## src/rtl/maxnet_pkg.sv

```systemverilog
// Shared types and width helpers for the Maxnet winner-take-all engine.
package maxnet_pkg;

  typedef enum logic [1:0] {
    IDLE = 2'd0,
    ITER = 2'd1,
    DONE = 2'd2
  } state_e;

  // Width of a channel sum: W bits plus enough headroom for N addends.
  function automatic int calc_cw(input int w, input int n);
    return w + $clog2(n);
  endfunction

  // Width of an iteration counter that must reach max_iter itself.
  function automatic int calc_iw(input int max_iter);
    return $clog2(max_iter + 1);
  endfunction

endpackage

```

## src/rtl/maxnet_cell.sv

```systemverilog
// One channel of the Maxnet update: y_next = ReLU(y - (eps * sum_of_others) >> FRAC).
module maxnet_cell
  import maxnet_pkg::*;
#(
  parameter int W    = 8,
  parameter int N    = 4,
  parameter int FRAC = 4
) (
  input  logic [W-1:0]              y_i,
  input  logic [calc_cw(W, N)-1:0]  total_i,
  input  logic [FRAC-1:0]           eps_i,
  output logic [W-1:0]              y_next_o,
  output logic                      nz_o
);

  localparam int CW = calc_cw(W, N);
  localparam int PW = CW + FRAC;

  logic [CW-1:0] y_ext;
  logic [CW-1:0] other;
  logic [PW-1:0] prod;
  logic [CW-1:0] penalty;

  assign y_ext   = CW'(y_i);
  assign other   = total_i - y_ext;
  assign prod    = PW'(eps_i) * PW'(other);
  assign penalty = prod[PW-1:FRAC];

  // When y > penalty the penalty is below 2^W, so its low W bits are exact.
  assign y_next_o = (y_ext > penalty) ? (y_i - penalty[W-1:0]) : '0;
  assign nz_o     = |y_i;

endmodule

```

## src/rtl/maxnet_engine.sv

```systemverilog
// Maxnet winner-take-all engine: N parallel channel cells, iteration controller,
// start/done handshake, winner encode and timeout after MAX_ITER iterations.
module maxnet_engine
  import maxnet_pkg::*;
#(
  parameter int N        = 4,
  parameter int W        = 8,
  parameter int FRAC     = 4,
  parameter int MAX_ITER = 16
) (
  input  logic                          clk,
  input  logic                          rst,
  input  logic                          start,
  input  logic [N*W-1:0]                x,
  input  logic [FRAC-1:0]               epsilon,
  output logic                          busy,
  output logic                          done,
  output logic [N*W-1:0]                y_out,
  output logic                          winner_valid,
  output logic [$clog2(N)-1:0]          winner_idx,
  output logic                          timeout,
  output logic [calc_iw(MAX_ITER)-1:0]  iter_count
);

  localparam int CW  = calc_cw(W, N);
  localparam int IW  = calc_iw(MAX_ITER);
  localparam int XW  = $clog2(N);
  localparam int NZW = $clog2(N + 1);

  state_e          state_q, state_d;
  logic [W-1:0]    y_q [N];
  logic [W-1:0]    y_d [N];
  logic [W-1:0]    y_next [N];
  logic [FRAC-1:0] eps_q, eps_d;
  logic [IW-1:0]   iter_q, iter_d;
  logic            done_q, done_d;
  logic            timeout_q, timeout_d;
  logic            wv_q, wv_d;
  logic [XW-1:0]   widx_q, widx_d;

  logic [CW-1:0]   total;
  logic [N-1:0]    nz;
  logic [NZW-1:0]  nz_cnt;
  logic [XW-1:0]   first_nz;

  for (genvar g = 0; g < N; g++) begin : g_cell
    maxnet_cell #(
      .W   (W),
      .N   (N),
      .FRAC(FRAC)
    ) u_cell (
      .y_i     (y_q[g]),
      .total_i (total),
      .eps_i   (eps_q),
      .y_next_o(y_next[g]),
      .nz_o    (nz[g])
    );
    assign y_out[g*W +: W] = y_q[g];
  end

  // Descending scan leaves first_nz at the lowest nonzero index.
  always_comb begin
    total    = '0;
    nz_cnt   = '0;
    first_nz = '0;
    for (int i = N - 1; i >= 0; i--) begin
      total  = total + CW'(y_q[i]);
      nz_cnt = nz_cnt + NZW'(nz[i]);
      if (nz[i]) first_nz = XW'(i);
    end
  end

  // NOTE: every *_d gets its hold value first, so no path can infer a latch.
  always_comb begin
    state_d   = state_q;
    y_d       = y_q;
    eps_d     = eps_q;
    iter_d    = iter_q;
    done_d    = 1'b0;
    timeout_d = timeout_q;
    wv_d      = wv_q;
    widx_d    = widx_q;
    unique case (state_q)
      IDLE: begin
        if (start) begin
          for (int i = 0; i < N; i++) y_d[i] = x[i*W +: W];
          eps_d     = epsilon;
          iter_d    = '0;
          timeout_d = 1'b0;
          wv_d      = 1'b0;
          widx_d    = '0;
          state_d   = ITER;
        end
      end
      ITER: begin
        if (nz_cnt <= NZW'(1)) begin
          state_d = DONE;
          wv_d    = (nz_cnt == NZW'(1));
          widx_d  = first_nz;
        end else if (iter_q == IW'(MAX_ITER)) begin
          state_d   = DONE;
          timeout_d = 1'b1;
          wv_d      = 1'b0;
          widx_d    = '0;
        end else begin
          y_d    = y_next;
          iter_d = iter_q + IW'(1);
        end
      end
      DONE: begin
        done_d  = 1'b1;
        state_d = IDLE;
      end
      default: state_d = IDLE;
    endcase
  end

  // NOTE: state uses non-blocking assignments so all registers update together.
  always_ff @(posedge clk or posedge rst) begin
    if (rst) begin
      state_q   <= IDLE;
      for (int i = 0; i < N; i++) y_q[i] <= '0;
      eps_q     <= '0;
      iter_q    <= '0;
      done_q    <= 1'b0;
      timeout_q <= 1'b0;
      wv_q      <= 1'b0;
      widx_q    <= '0;
    end else begin
      state_q   <= state_d;
      y_q       <= y_d;
      eps_q     <= eps_d;
      iter_q    <= iter_d;
      done_q    <= done_d;
      timeout_q <= timeout_d;
      wv_q      <= wv_d;
      widx_q    <= widx_d;
    end
  end

  assign busy         = (state_q != IDLE);
  assign done         = done_q;
  assign winner_valid = wv_q;
  assign winner_idx   = widx_q;
  assign timeout      = timeout_q;
  assign iter_count   = iter_q;

endmodule

```

## config.mk

```make
export PLATFORM = sky130hd
export DESIGN_NAME = maxnet_engine
export DESIGN_NICKNAME = d
export VERILOG_FILES = /design/src/rtl/maxnet_pkg.sv /design/src/rtl/maxnet_cell.sv /design/src/rtl/maxnet_engine.sv
export SDC_FILE = /design/constraint.sdc
export NUM_CORES = 1
export LEC_CHECK = 0
export ABC_AREA = 0
export BUFFER_PORTS_ARGS = -buffer_cell sky130_fd_sc_hd__buf_2
export CORE_UTILIZATION = 50
export DETAILED_ROUTE_END_ITERATION = 8
export GPL_ROUTABILITY_DRIVEN = 0
export PLACE_DENSITY = 0.69
export SYNTH_ARGS = -nofsm -noshare
export SYNTH_HDL_FRONTEND = slang
export SYNTH_SLANG_ARGS = --single-unit
export TNS_END_PERCENT = 5
```

## constraint.sdc

```tcl
create_clock -name clk -period 8.5 [get_ports clk]
set_input_delay 1.275 -clock clk [delete_from_list [all_inputs] [get_ports clk]]
set_output_delay 1.275 -clock clk [all_outputs]
set_load 0.01 [all_outputs]
```

==> results.py, run 1 <==
metrics = {
    "run_status": {
        "outcome": "finished, final reports clean",
    },
    "setup_path": {
        "required_ns": 8.75,
        "cp.arrival_ns": 8.36,
        "cp_top_family": "adder cells",
        "critPathCaptureType": "register",
        "critical-path-top-cell-by-count": "fa_1",
        "path_buf_inv": 4,
        "startpoint_type": "register",
        "cpMaxStageDelayCell": "fa_1",
        "slowest_delay_ns": 0.53,
        "crit_path_max_fanout": 7,
        "worstSetupPathType": "reg -> reg",
    },
    "yosys": {
        "yosysTopAreaCell": "ha_1",
        "ys_warn_count": 0,
        "synthCells": 1197,
        "syn_nets": 1463,
        "synth_top_area_share_pct": 18.16,
        "ys.flop_type": "dfrtp_1",
        "synthTopCellsByArea": "ha_1, fa_1, dfrtp_1",
        "synth-edff-count": 0,
        "synth_area_sq_mm": 0.009784,
        "yosysSeqAreaShare_pct": 12.28,
        "async_flop_share_pct": 100.0,
        "syn_area_per_cell_sq_um": 8.174,
        "synth_cell_types": 62,
        "synth_seq_cells": 48,
    },
    "sta": {
        "fin_crit_ns": 8.115,
        "setup_viol": 0,
        "tightest_slew_ns": 0.7690,
        "slew_viol_final": 0,
        "fmax_ghz": 0.1232,
        "slew_headroom_pct": 48.73,
        "fin_crit_sh_pct": 95.47,
        "finClkSkew_ns": 0.01077,
        "setup_tns_ns": 0,
        "hold_viol_final": 0,
    },
    "cts": {
        "cts.sinks": 48,
        "cts_tree": "built",
        "clkTransAtPathRegs_ns": 0.08,
        "h-tree-depth": 2,
        "cts_hold_buf": 0,
        "cts_root_buf": "clkbuf_16",
        "cts_buffer_depth": 2,
        "clk_latency_ns": 0.32,
        "cts_buffers": 5,
    },
    "die": {
        "die_w_microns": 141.9,
        "dieArea_sq_mm": 0.02013,
        "die_h_microns": 141.9,
        "io_pins": 82,
        "start_util_pct": 51.62,
        "core_sq_mm": 0.01896,
        "num_rows": 50,
    },
    "finish": {
        "diodes": 0,
        "fin_nets": 1530,
        "fillers": 1802,
        "ff_latch_area_sq_mm": 0.001202,
        "syn2layout_area_growth_pct": 9.104,
        "multi_input_area_sq_mm": 0.007824,
        "layout-drive-gt1-share_pct": 9.407,
    },
    "detailed_routing": {
        "vias_per_cell": 5.581,
        "wl_per_cell_microns": 17.19,
        "ant_nets": 0,
        "drt_iter0_drc": 499,
        "num_vias": 8511,
        "wirelength_microns": 26210,
        "drc": 0,
        "drt_first_pass_iters": 5,
    },
    "placement": {
        "post-dp-hpwl_microns": 21480,
        "port_buffers": 81,
    },
    "global_routing": {
        "antenna_found_initial": 0,
        "grt_max_degree": 63,
        "grt_pass1_wl_microns": 42920,
        "overflow": 0,
        "track_usage_pct": 27.41,
        "grt_pass1_vias": 8450,
    },
    "min_path": {
        "hold_path_class": "reg -> reg",
    },
    "flow_run": {
        "drv_cap": 0,
    },
}
-- final cells by class --
| type | count | share of cell area [%] |
|---|---|---|
| multi-input combinational | 937 | 73.29 |
| sequential | 48 | 11.26 |
| inverter | 183 | 6.435 |
| timing repair buffer | 89 | 4.360 |
| tap | 260 | 3.047 |
| clock buffer | 5 | 1.172 |
| clock inverter | 3 | 0.4337 |
-- final timing paths --
path,startpoint,to,slack (ns),depth (start not counted)
hold reg to reg,winner_valid,winner_valid,0.48,2
hold / removal,winner_valid,winner_valid,0.48,2
min in group asynchronous,rst,y_out[27],1.14,3
setup / recovery,y_out[1],y_out[9],0.39,33
max in group asynchronous,rst,y_out[9],6.84,3
setup reg to reg,y_out[1],y_out[9],0.39,33
-- cell families after synthesis --
logic type | count (synthesis) | share of synthesized area (%)
XOR/XNOR | 77 | 6.893
flip-flops | 48 | 12.28
multiplexers | 1 | 0.1023
buffers and inverters | 212 | 8.222
AND/OR/NAND/NOR | 402 | 21.33
adder cells (fa/ha/maj) | 227 | 35.55
AO/OA/AOI/OAI | 230 | 15.63
-- per-layer routing --
layer,wire (microns),up-vias,GRT usage (%)
li1,-,4115,-
met1,11590,4122,35.62
met2,12640,223,46.82
met3,1155,51,3.510
met4,824,0,9.564
met5,0,-,0
-- cell usage after synthesis (all sizes together) (3+ instances only) --
master  count
inv       183
ha        142
nand2      90
and2       85
fa         85
nor2       81
a21oi      61
o21ai      52
dfrtp      48
xnor2      40
nor2b      39
xor2       37
nand2b     29
nor3       29
clkbuf     25
nand4      19
a21boi     15
o31ai      15
a21o       14
o21a       13
a31oi      10
o22ai      10
a211oi      8
nand3       8
a221o       7
or2         5
buf         4
o21bai      4
a211o       3
a41oi       3
and3        3
nor4        3
or3         3
-- placed cells by master, fill, tap and decap left out, types with 10 or more instances in the layout --
cell type  netlist  routed
nand4_1         19      19
nor2b_1         38      38
o31ai_1         15      15
xnor2_1         40      38
o21a_1          13      13
nand2_1         90      90
a21boi_0        15      11
inv_1          183     182
fa_1            85      85
dfrtp_1         48      47
buf_2            1      81
a21oi_1         61      60
o22ai_1         10      10
ha_1           142     142
nor2_1          81      80
xor2_1          37      36
a21o_1          14      14
nand2b_1        29      29
o21ai_0         50      49
and2_1          85      85
nor3_1          29      29
-- sequential cells by signal, indices dropped and copies added (netlist names) --
name / count
done: 1
state_q: 2
iter_count: 5
eps_q: 4
y_out: 32
winner_idx: 2
winner_valid: 1
timeout: 1
-- stage by stage --
step	instances	hold WS (ns)	worst slack (ns)	instance area [sq um]	utilization, %
finish	1525	0.4795	0.3853	10680	56.32
global route	1525	0.5185	-0.06141	10680	56.32
CTS	1524	0.4807	0.2264	10630	56.07
detailed placement	1516	0.4623	0.2841	10460	55.17
global placement	1516	0.4592	0.5373	10460	55.17
floorplan	1197	0.5016	1.124	9784	-
-- worst reg2reg max path: cells and delay by family, from the launching register on --
| kind | cells | cell delay [ns] |
|---|---|---|
| compound gates | 10 | 1.96 |
| xor+xnor | 3 | 0.51 |
| fa+ha+maj | 9 | 3.68 |
| buf+inv | 4 | 0.33 |
| flops | 1 | 0.44 |
| simple gates | 7 | 1.12 |
-- repair_timing --
action	4_1_cts	5_1_grt
resized for setup	0	11
setup buffers	0	1
setup endpoints to repair	0	16
Power of run 1 is not shown: default switching activity piles up to over one toggle a cycle in this logic, so the estimate is an artifact.
==> run 2: changes to the inputs <==
--- a/config.mk
+++ b/config.mk
@@ -10,8 +10,9 @@
 export CORE_UTILIZATION = 50
 export DETAILED_ROUTE_END_ITERATION = 8
 export GPL_ROUTABILITY_DRIVEN = 0
-export PLACE_DENSITY = 0.69
+export PLACE_DENSITY = 0.68
 export SYNTH_ARGS = -nofsm -noshare
 export SYNTH_HDL_FRONTEND = slang
+export SYNTH_HIERARCHICAL = 1
 export SYNTH_SLANG_ARGS = --single-unit
 export TNS_END_PERCENT = 5
==> results.py, run 2 <==
metrics = {
    "setup_path": {
        "rr_endpoint": "y_out[5]",
        "critical-path-top-cell-by-count": "inv_1",
        "regToRegStartpoint": "y_out[1]",
        "slowest_delay_ns": 0.57,
        "cp.arrival_ns": 8.35,
        "startpoint_type": "register",
        "worstSetupPathType": "reg -> reg",
        "critPathCaptureType": "register",
        "required_ns": 8.72,
        "reg2reg_slack_ns": 0.37,
        "crit_path_max_fanout": 8,
        "cpMaxStageDelayCell": "fa_1",
        "reg2reg_depth": 35,
    },
    "finish": {
        "final_common_cell": "inv_1",
        "stdcell_count": 1810,
        "fin_nets": 1790,
        "layout_common_cells": "inv_1, ha_1, nand2_1",
        "diodes": 0,
        "layout-drive-gt1-share_pct": 13.18,
        "finalInstanceArea_sq_mm": 0.01260,
        "largest_reg_flops": 32,
        "syn2layout_area_growth_pct": 8.595,
    },
    "min_path": {
        "hold-path-cell-count": 2,
        "min_to": "winner_valid",
        "hold_path_class": "reg -> reg",
        "hold_path_startpoint": "winner_valid",
    },
    "sta": {
        "slew_viol_final": 0,
        "fin_crit_ns": 8.131,
        "tightest_slew_ns": 1.253,
        "hold_viol_final": 0,
        "slew_headroom_pct": 16.12,
        "setup_viol": 0,
        "fin_crit_sh_pct": 95.66,
        "grt_setup_unrepaired": "yes",
        "finClkSkew_ns": 0.007511,
        "fmax_ghz": 0.1230,
    },
    "placement": {
        "place_area_sq_mm": 0.01231,
        "dp_cells": 1798,
        "post-dp-hpwl_microns": 24490,
        "port_buffers": 81,
    },
    "die": {
        "num_rows": 55,
        "io_pins": 82,
        "die_h_microns": 154.3,
        "core_sq_mm": 0.02271,
        "die_w_microns": 154.3,
        "start_util_pct": 51.09,
        "dieArea_sq_mm": 0.02381,
    },
    "yosys": {
        "synthTopCellsByArea": "ha_1, fa_1, dfrtp_1",
        "synthCells": 1455,
        "synth_cell_types": 87,
        "synth-edff-count": 0,
        "ys_top_cells_by_count": "inv_1, ha_1, nand2_1, nor2_1, fa_1",
        "syn_nets": 1721,
        "yosysSeqAreaShare_pct": 10.35,
        "async_flop_share_pct": 100.0,
        "ys.flop_type": "dfrtp_1",
        "synth_seq_cells": 48,
        "synth_top_area_share_pct": 15.31,
        "synth_area_sq_mm": 0.01160,
        "syn_area_per_cell_sq_um": 7.973,
        "yosysMostFrequentCell": "inv_1",
        "yosysTopAreaCell": "ha_1",
        "ys_warn_count": 6,
    },
    "detailed_routing": {
        "wl_per_cell_microns": 16.80,
        "drt_first_pass_iters": 6,
        "num_vias": 10440,
        "drc": 0,
        "vias_per_cell": 5.770,
        "drt_iter0_drc": 586,
        "ant_nets": 0,
        "wirelength_microns": 30400,
    },
    "cts": {
        "cts_buffers": 5,
        "cts_buffer_depth": 2,
        "cts_tree": "built",
        "clkTransAtPathRegs_ns": 0.07,
        "h-tree-depth": 2,
        "cts_hold_buf": 0,
        "cts_root_buf": "clkbuf_16",
        "clk_latency_ns": 0.30,
        "cts.sinks": 48,
    },
    "global_routing": {
        "grt_pass1_wl_microns": 50100,
        "grt_pass1_vias": 9888,
        "antenna_found_initial": 0,
        "grt_max_degree": 49,
        "overflow": 0,
        "track_usage_pct": 26.02,
    },
    "run_status": {
        "outcome": "finished, final reports clean",
    },
    "flow_run": {
        "drv_cap": 0,
    },
}
[run 2: cell families (layout without fill, tap and decap cells)]
logic type | Yosys count | in the layout | share of synthesized area, %
simple gates | 565 | 565 | 26.35
buf+inv | 268 | 338 | 9.394
compound gates | 259 | 259 | 16.89
fa+ha+maj | 227 | 227 | 29.98
xor+xnor | 62 | 62 | 4.681
flops | 48 | 48 | 10.35
mux | 26 | 26 | 2.351
[run 2: critical path, delay by kind of cell (launching register included)]
family / cells / cell delay (ns)
XOR/XNOR: 1 / 0.12
buffers and inverters: 8 / 0.67
AND/OR/NAND/NOR: 5 / 1.00
adder cells (fa/ha/maj): 9 / 3.74
AO/OA/AOI/OAI: 12 / 2.09
flip-flops: 1 / 0.43
[run 2: area by class of cell]
cell class,count,area [sq um]
clock inverter,3,42.54
inverter,217,814.5
multi-input combinational,1139,9412
fill,2176,10110
timing repair buffer,113,645.6
clock buffer,5,125.1
tap,285,356.6
sequential,48,1202
[run 2: worst max path at each step]
stage	to	cells after the start	startpoint	slack, ns
2_1_floorplan	y_out[26]	33	y_out[1]	0.89
3_3_place_gp	y_out[2]	34	y_out[1]	0.07
3_5_place_dp	y_out[2]	34	y_out[1]	0.07
4_1_cts	y_out[2]	34	y_out[1]	0.02
5_1_grt	y_out[31]	36	y_out[1]	-0.08
6_report	y_out[5]	35	y_out[1]	0.37
[run 2: repair_timing]
item                       4_1_cts  5_1_grt
setup buffers                    0        4
setup endpoints to repair        0       32
resized for setup                0       21
[run 2: routing by layer]
metal | share of wire [%] | track usage [%] | up-vias
li1 | - | - | 5102
met1 | 46 | 37.16 | 5045
met2 | 47 | 42.73 | 253
met3 | 4.7 | 1.849 | 43
met4 | 2.3 | 6.459 | 0
met5 | 0 | 0 | -
[run 2: metrics by stage]
stage | util, % | setup WS, ns | setup TNS, ns | hold WS (ns)
after floorplan | - | 0.8857 | 0 | 0.5061
after global placement | 54.21 | 0.07327 | 0 | 0.4824
after detailed placement | 54.21 | 0.06592 | 0 | 0.4776
after CTS | 54.95 | 0.02121 | 0 | 0.4930
after global routing | 55.48 | -0.08409 | -0.2740 | 0.5036
final | 55.48 | 0.3687 | 0 | 0.4988
Power of run 2 is left out for the same reason.
